<file path="config.mk">
export PLATFORM = sky130hd
export DESIGN_NAME = tlul_reg_responder
export DESIGN_NICKNAME = d
export VERILOG_FILES = /design/src/rtl/tlul_pkg.sv /design/src/rtl/tlul_reg_responder.sv
export SDC_FILE = /design/constraint.sdc
export NUM_CORES = 1
export LEC_CHECK = 0
export CAP_MARGIN = 20
export CELL_PAD_IN_SITES_DETAIL_PLACEMENT = 0
export CELL_PAD_IN_SITES_GLOBAL_PLACEMENT = 1
export CORE_ASPECT_RATIO = 2
export CORE_MARGIN = 10
export CORE_UTILIZATION = 30
export CTS_CLUSTER_SIZE = 20
export DETAILED_ROUTE_END_ITERATION = 12
export PLACE_DENSITY_LB_ADDON = 0.1
export SLEW_MARGIN = 15
export SYNTH_ARGS = -nofsm -noshare
export SYNTH_HDL_FRONTEND = slang
export SYNTH_SLANG_ARGS = --single-unit
</file>
<file path="constraint.sdc">
create_clock -name clk_i -period 2.45 [get_ports clk_i]
set_input_delay 0.3675 -clock clk_i [delete_from_list [all_inputs] [get_ports clk_i]]
set_output_delay 0.3675 -clock clk_i [all_outputs]
set_load 0.005 [all_outputs]
</file>
<file path="src/rtl/tlul_pkg.sv">
// rtl/tlul_pkg.sv - TL-UL opcode enums, size constants and request legality check
package tlul_pkg;

  typedef enum logic [2:0] {
    PutFullData    = 3'd0,
    PutPartialData = 3'd1,
    Get            = 3'd4
  } a_opcode_e;

  typedef enum logic [2:0] {
    AccessAck     = 3'd0,
    AccessAckData = 3'd1
  } d_opcode_e;

  localparam logic [1:0] SizeByte = 2'd0;
  localparam logic [1:0] SizeHalf = 2'd1;
  localparam logic [1:0] SizeWord = 2'd2;

  // Any reason an A-channel request must be answered with an error and no register access.
  function automatic logic a_req_illegal(
    input logic [2:0]  op,
    input logic [1:0]  size,
    input logic [31:0] addr,
    input logic [3:0]  mask,
    input logic [31:0] base,
    input logic [31:0] win_mask
  );
    logic       op_bad;
    logic       size_bad;
    logic       misaligned;
    logic       out_of_window;
    logic       put_full_bad;
    logic [1:0] lsb_mask;
    op_bad        = !(op == PutFullData || op == PutPartialData || op == Get);
    size_bad      = (size > SizeWord);
    lsb_mask      = (size == SizeByte) ? 2'b00 : (size == SizeHalf) ? 2'b01 : 2'b11;
    misaligned    = |(addr[1:0] & lsb_mask);
    out_of_window = ((addr & ~win_mask) != base);
    put_full_bad  = (op == PutFullData) && (size == SizeWord) && (mask != 4'hF);
    return op_bad | size_bad | misaligned | out_of_window | put_full_bad;
  endfunction

endpackage

</file>
<file path="src/rtl/tlul_reg_responder.sv">
// rtl/tlul_reg_responder.sv - TL-UL device port to req/ack register bus, one transaction in flight
module tlul_reg_responder
  import tlul_pkg::*;
#(
  parameter logic [31:0] BaseAddr      = 32'h40080000,
  parameter logic [31:0] AddrMask      = 32'h0000ffff,
  parameter int unsigned TimeoutCycles = 16,
  parameter int unsigned SrcW          = 8
) (
  input  logic            clk_i,
  input  logic            rst_ni,
  input  logic            a_valid_i,
  output logic            a_ready_o,
  input  logic [2:0]      a_opcode_i,
  input  logic [1:0]      a_size_i,
  input  logic [SrcW-1:0] a_source_i,
  input  logic [31:0]     a_address_i,
  input  logic [3:0]      a_mask_i,
  input  logic [31:0]     a_data_i,
  output logic            d_valid_o,
  input  logic            d_ready_i,
  output logic [2:0]      d_opcode_o,
  output logic [1:0]      d_size_o,
  output logic [SrcW-1:0] d_source_o,
  output logic [31:0]     d_data_o,
  output logic            d_error_o,
  output logic            reg_req_o,
  output logic            reg_we_o,
  output logic [31:0]     reg_addr_o,
  output logic [31:0]     reg_wdata_o,
  output logic [3:0]      reg_be_o,
  input  logic            reg_ack_i,
  input  logic [31:0]     reg_rdata_i,
  input  logic            reg_err_i
);

  typedef enum logic [1:0] {StIdle, StReq, StRsp} state_e;

  localparam int unsigned CntW = $clog2(TimeoutCycles + 1);

  state_e          r_state;
  logic [2:0]      r_opcode;
  logic [1:0]      r_size;
  logic [SrcW-1:0] r_source;
  logic [31:0]     r_addr;
  logic [3:0]      r_mask;
  logic [31:0]     r_wdata;
  logic [CntW-1:0] r_cnt;
  logic [2:0]      r_d_opcode;
  logic [31:0]     r_d_data;
  logic            r_d_error;

  logic w_in_req;
  logic w_is_get;
  logic w_req_bad;

  assign w_in_req  = (r_state == StReq);
  assign w_is_get  = (r_opcode == Get);
  assign w_req_bad = a_req_illegal(a_opcode_i, a_size_i, a_address_i, a_mask_i, BaseAddr, AddrMask);

  always_ff @(posedge clk_i or negedge rst_ni) begin
    if (!rst_ni) begin
      r_state    <= StIdle;
      r_opcode   <= '0;
      r_size     <= '0;
      r_source   <= '0;
      r_addr     <= '0;
      r_mask     <= '0;
      r_wdata    <= '0;
      r_cnt      <= '0;
      r_d_opcode <= '0;
      r_d_data   <= '0;
      r_d_error  <= 1'b0;
    end else begin
      case (r_state)
        StIdle: begin
          if (a_valid_i) begin
            r_opcode   <= a_opcode_i;
            r_size     <= a_size_i;
            r_source   <= a_source_i;
            r_addr     <= a_address_i;
            r_mask     <= a_mask_i;
            r_wdata    <= a_data_i;
            r_cnt      <= '0;
            r_d_opcode <= (a_opcode_i == Get) ? AccessAckData : AccessAck;
            r_d_data   <= '0;
            r_d_error  <= w_req_bad;
            r_state    <= w_req_bad ? StRsp : StReq;
          end
        end
        StReq: begin
          // An ack arriving on the final timeout cycle still completes normally.
          if (reg_ack_i) begin
            r_d_error <= reg_err_i;
            r_d_data  <= (w_is_get && !reg_err_i) ? reg_rdata_i : '0;
            r_state   <= StRsp;
          end else if (r_cnt == CntW'(TimeoutCycles - 1)) begin
            r_d_error <= 1'b1;
            r_d_data  <= '0;
            r_state   <= StRsp;
          end else begin
            r_cnt <= r_cnt + CntW'(1);
          end
        end
        StRsp: begin
          if (d_ready_i) r_state <= StIdle;
        end
        default: r_state <= StIdle;
      endcase
    end
  end

  assign a_ready_o   = (r_state == StIdle);
  assign d_valid_o   = (r_state == StRsp);
  assign d_opcode_o  = r_d_opcode;
  assign d_size_o    = r_size;
  assign d_source_o  = r_source;
  assign d_data_o    = r_d_data;
  assign d_error_o   = r_d_error;

  // Register-bus outputs are only driven while a request is in flight.
  assign reg_req_o   = w_in_req;
  assign reg_we_o    = w_in_req && !w_is_get;
  assign reg_addr_o  = w_in_req ? (r_addr & AddrMask & 32'hFFFF_FFFC) : '0;
  assign reg_wdata_o = w_in_req ? r_wdata : '0;
  assign reg_be_o    = !w_in_req ? 4'h0 : w_is_get ? 4'hF : r_mask;

endmodule

</file>
==> out/metrics.csv, run 1 <==
metric;value;unit
Worst VDD drop;0.344;mV
crit-path max FO;35;
# hold bufs at CTS;0;
Setup Fix Bufs, Post-CTS;0;
pin count of the biggest net entering global routing;41;
Syn Area/Cell;13.2;sq um
Static Leak;2.99;nW
post-synth cell types;33;
Post-CTS Resized;1;
Max Root-Sink Buffers;2;
First-pass DRT Iterations;4;
GRT Resource Usage Total;13.7;%
latest clock arrival within the worst-skew pair;0.35;ns
Final Hold Vio Count;1;
Hold Crit Class;in2async;
Die H;194;um
Seq/Total Area, Yosys;57.2;%
initial cell density of the core;30.5;%
Power Dens Cells;586;nW/um^2
fin nets;679;
worst-margin pin slew;0.572;ns
fmax;434;MHz
synthesis-stage register bit count;104;
Critical path origin;r_state[1]$_DFFE_PN0P_;
crit path DAT;1.94;ns
GP Congestion;0.725;
Worst setup EP type;primary output;
Layout Skew;0.00741;ns
Worst Setup Start Kind;flip-flop;
status;complete, but fails checks;
row count;63;
Final Cell Area;7140;sq um
Routed wire per std cell;18.9;um
Total Routed Length;14400;um
vias in the first global route;3802;
Post-DP Area;6840;sq um
dpl hpwl;11300;um
RSZ-0062 raised after global routing;yes;
Worst slew margin;61.9;%
fin crit period;2.30;ns
Crit Path Category;reg2out;
Residual DRC;0;
Root Buffer;clkbuf_16;
routed vias/inst;4.50;
# port buffers;216;
CTS sink count;104;
antenna cells;0;
failing checks;hold timing;
Max Slew Vio Count;0;
Max-Cap Viols;0;
Mapped Area;4550;sq um
worst path required time;2.08;ns
TritonCTS clock tree;done;
hold_ws;-0.00126;ns
Final Cycle Share;94.1;%
Reg clk slew, reported paths;0.08;ns
endpoints failing setup;0;
total number of vias;3410;
Final ANT Viol Nets;0;
die width;107;um
first-pass GRT wire length;22000;um
cts bufs inserted;9;
io pins;237;
P&R area growth vs syn;56.9;%
r2r startpoint;r_cnt[0]$_DFFE_PN0P_;
die outline area;20800;sq um
H-Tree Depth;3;
Cells after Synth;344;
Finished Core Util;47.9;%
total grt overflow;0;
initial antenna violation count;0;
fraction of layout cells with a size suffix above 1;16.7;%
initial DRC count;50;
core area;14900;sq um
YS warnings;0;
metrics by stage:
step           TNS (ns)  hold WS (ns)  worst slack (ns)  power, mW  instances
2_1_floorplan         0        0.0719             0.643       2.42        363
3_3_place_gp          0         0.410             0.389       2.81        742
3_5_place_dp          0         0.401             0.336       2.83        742
4_1_cts               0        0.0194            0.0300       4.27        758
5_1_grt        -0.00243        0.0299          -0.00243       4.43        758
6_report              0      -0.00126             0.146       4.18        758
per-layer routing:
metal  part of all wire (%)  vias to the layer above  GRT usage (%)  wire (um)
li1                       -                     1594              -          -
met1                     34                     1676           13.3       4930
met2                     55                      132           25.4       7940
met3                    9.4                        8           5.89       1350
met4                    1.0                        0           3.32        144
met5                      0                        -              0          0
layout by cell type, fill, tap and decap left out, drive strengths merged:
master | netlist | final
and2 | 47 | 47
clkbuf | 6 | 10
conb | 1 | 20
a32o | 1 | 1
o21a | 4 | 4
a211o | 1 | 1
and3 | 1 | 1
nand2 | 4 | 4
clkinvlp | 0 | 1
clkinv | 0 | 2
clkdlybuf4s50 | 0 | 215
mux2 | 63 | 63
o21ai | 5 | 5
nor4b | 2 | 2
a21oi | 1 | 1
buf | 35 | 10
nor4 | 2 | 2
nand3 | 1 | 1
nor2 | 10 | 10
ha | 2 | 2
inv | 4 | 7
a21o | 1 | 1
nor3b | 2 | 2
nand2b | 1 | 1
a211oi | 1 | 1
nand4 | 5 | 5
xor2 | 2 | 2
dfrtp | 104 | 104
a32oi | 1 | 1
and4 | 1 | 1
nor2b | 3 | 3
a22o | 33 | 33
power by group:
| group | internal [mW] | total (mW) | leakage, nW | switching [mW] |
|---|---|---|---|---|
| combinational | 0.471 | 0.708 | 1.55 | 0.237 |
| sequential | 1.95 | 2.07 | 1.30 | 0.115 |
| clock | 0.733 | 1.40 | 0.141 | 0.672 |
cells by family after synthesis:
family | Yosys count | synth area share, %
xor+xnor | 2 | 0.385
buf+inv | 45 | 6.90
simple gates | 79 | 10.6
mux | 63 | 15.6
flops | 104 | 57.2
fa+ha+maj | 2 | 0.550
compound gates | 48 | 8.61
other cells | 1 | 0.0825
cell usage after synthesis:
library cell | n | area share (%)
a32o_1 | 1 | 0.22
a22o_1 | 33 | 6.4
a211oi_1 | 1 | 0.17
mux2_2 | 63 | 16
o21a_1 | 4 | 0.66
nand3_1 | 1 | 0.11
nand2_1 | 4 | 0.33
a21o_1 | 1 | 0.17
a211o_1 | 1 | 0.19
buf_4 | 26 | 4.3
buf_6 | 1 | 0.25
dfrtp_1 | 104 | 57
nor2_1 | 10 | 0.83
a32oi_1 | 1 | 0.19
a21oi_1 | 1 | 0.11
and3_1 | 1 | 0.14
conb_1 | 1 | 0.082
nor4b_1 | 1 | 0.19
buf_2 | 5 | 0.55
ha_1 | 2 | 0.55
nor3b_2 | 2 | 0.55
o21ai_0 | 5 | 0.55
xor2_1 | 2 | 0.39
nand4_1 | 5 | 0.69
inv_1 | 4 | 0.33
nand2b_1 | 1 | 0.14
nor4b_2 | 1 | 0.33
nor4_1 | 2 | 0.28
buf_8 | 3 | 0.99
clkbuf_1 | 6 | 0.50
nor2b_1 | 3 | 0.41
and4_1 | 1 | 0.19
and2_1 | 47 | 6.5
final timing paths:
check                                           endpoint  slack, ns  cells past startpoint
worst min register to register      r_cnt[4]$_DFFE_PN0P_       0.49                      2
max in group asynchronous       d_data_o[13]$_DFFE_PN0P_       1.73                      2
worst min-delay path             r_wdata[24]$_DFFE_PN0P_     -0.001                      1
worst max-delay path                     reg_wdata_o[31]       0.15                      4
worst max register to register   d_data_o[8]$_DFFE_PN0P_       0.43                      7
min in group clk_i                  r_cnt[4]$_DFFE_PN0P_       0.49                      2
flip-flops by register name (all words and copies together) (netlist names):
| name | count |
|---|---|
| r_opcode | 3 |
| d_source_o | 8 |
| r_cnt | 5 |
| d_error_o | 1 |
| d_size_o | 2 |
| r_mask | 4 |
| r_addr | 14 |
| d_opcode_o | 1 |
| r_state | 2 |
| r_wdata | 32 |
| d_data_o | 32 |
final cells by class:
| cell class | instances | area (sq um) |
|---|---|---|
| clock inverters | 6 | 50.0 |
| clock buffers | 10 | 239 |
| well taps | 195 | 244 |
| inverters | 4 | 15.0 |
| flip-flops and latches | 104 | 2600 |
| repair buffers | 225 | 2270 |
| fillers | 1355 | 7760 |
| multi-input cells | 214 | 1720 |
critical path: stages, from the launching register on:
cell,delay [ns]
dfrtp_1,0.49
nor2b_4,0.16
buf_6,0.22
and2_1,0.16
clkdlybuf4s50_1,0.54
Note: power is estimated with default switching activity, not from simulation.
==> inputs of run 2 (changes only) <==
--- a/config.mk
+++ b/config.mk
@@ -14,7 +14,7 @@
 export CTS_CLUSTER_SIZE = 20
 export DETAILED_ROUTE_END_ITERATION = 12
 export PLACE_DENSITY_LB_ADDON = 0.1
-export SLEW_MARGIN = 15
+export SLEW_MARGIN = 40
 export SYNTH_ARGS = -nofsm -noshare
 export SYNTH_HDL_FRONTEND = slang
 export SYNTH_SLANG_ARGS = --single-unit
==> results of run 2 <==
No change in the layout: final DEF, timing and power equal those of run 1.
==> inputs of run 3 (changes only) <==
--- a/config.mk
+++ b/config.mk
@@ -14,7 +14,7 @@
 export CTS_CLUSTER_SIZE = 20
 export DETAILED_ROUTE_END_ITERATION = 12
 export PLACE_DENSITY_LB_ADDON = 0.1
-export SLEW_MARGIN = 40
+export SLEW_MARGIN = 0
 export SYNTH_ARGS = -nofsm -noshare
 export SYNTH_HDL_FRONTEND = slang
 export SYNTH_SLANG_ARGS = --single-unit
==> results of run 3 <==
No change in the layout: final DEF, timing and power equal those of run 1.
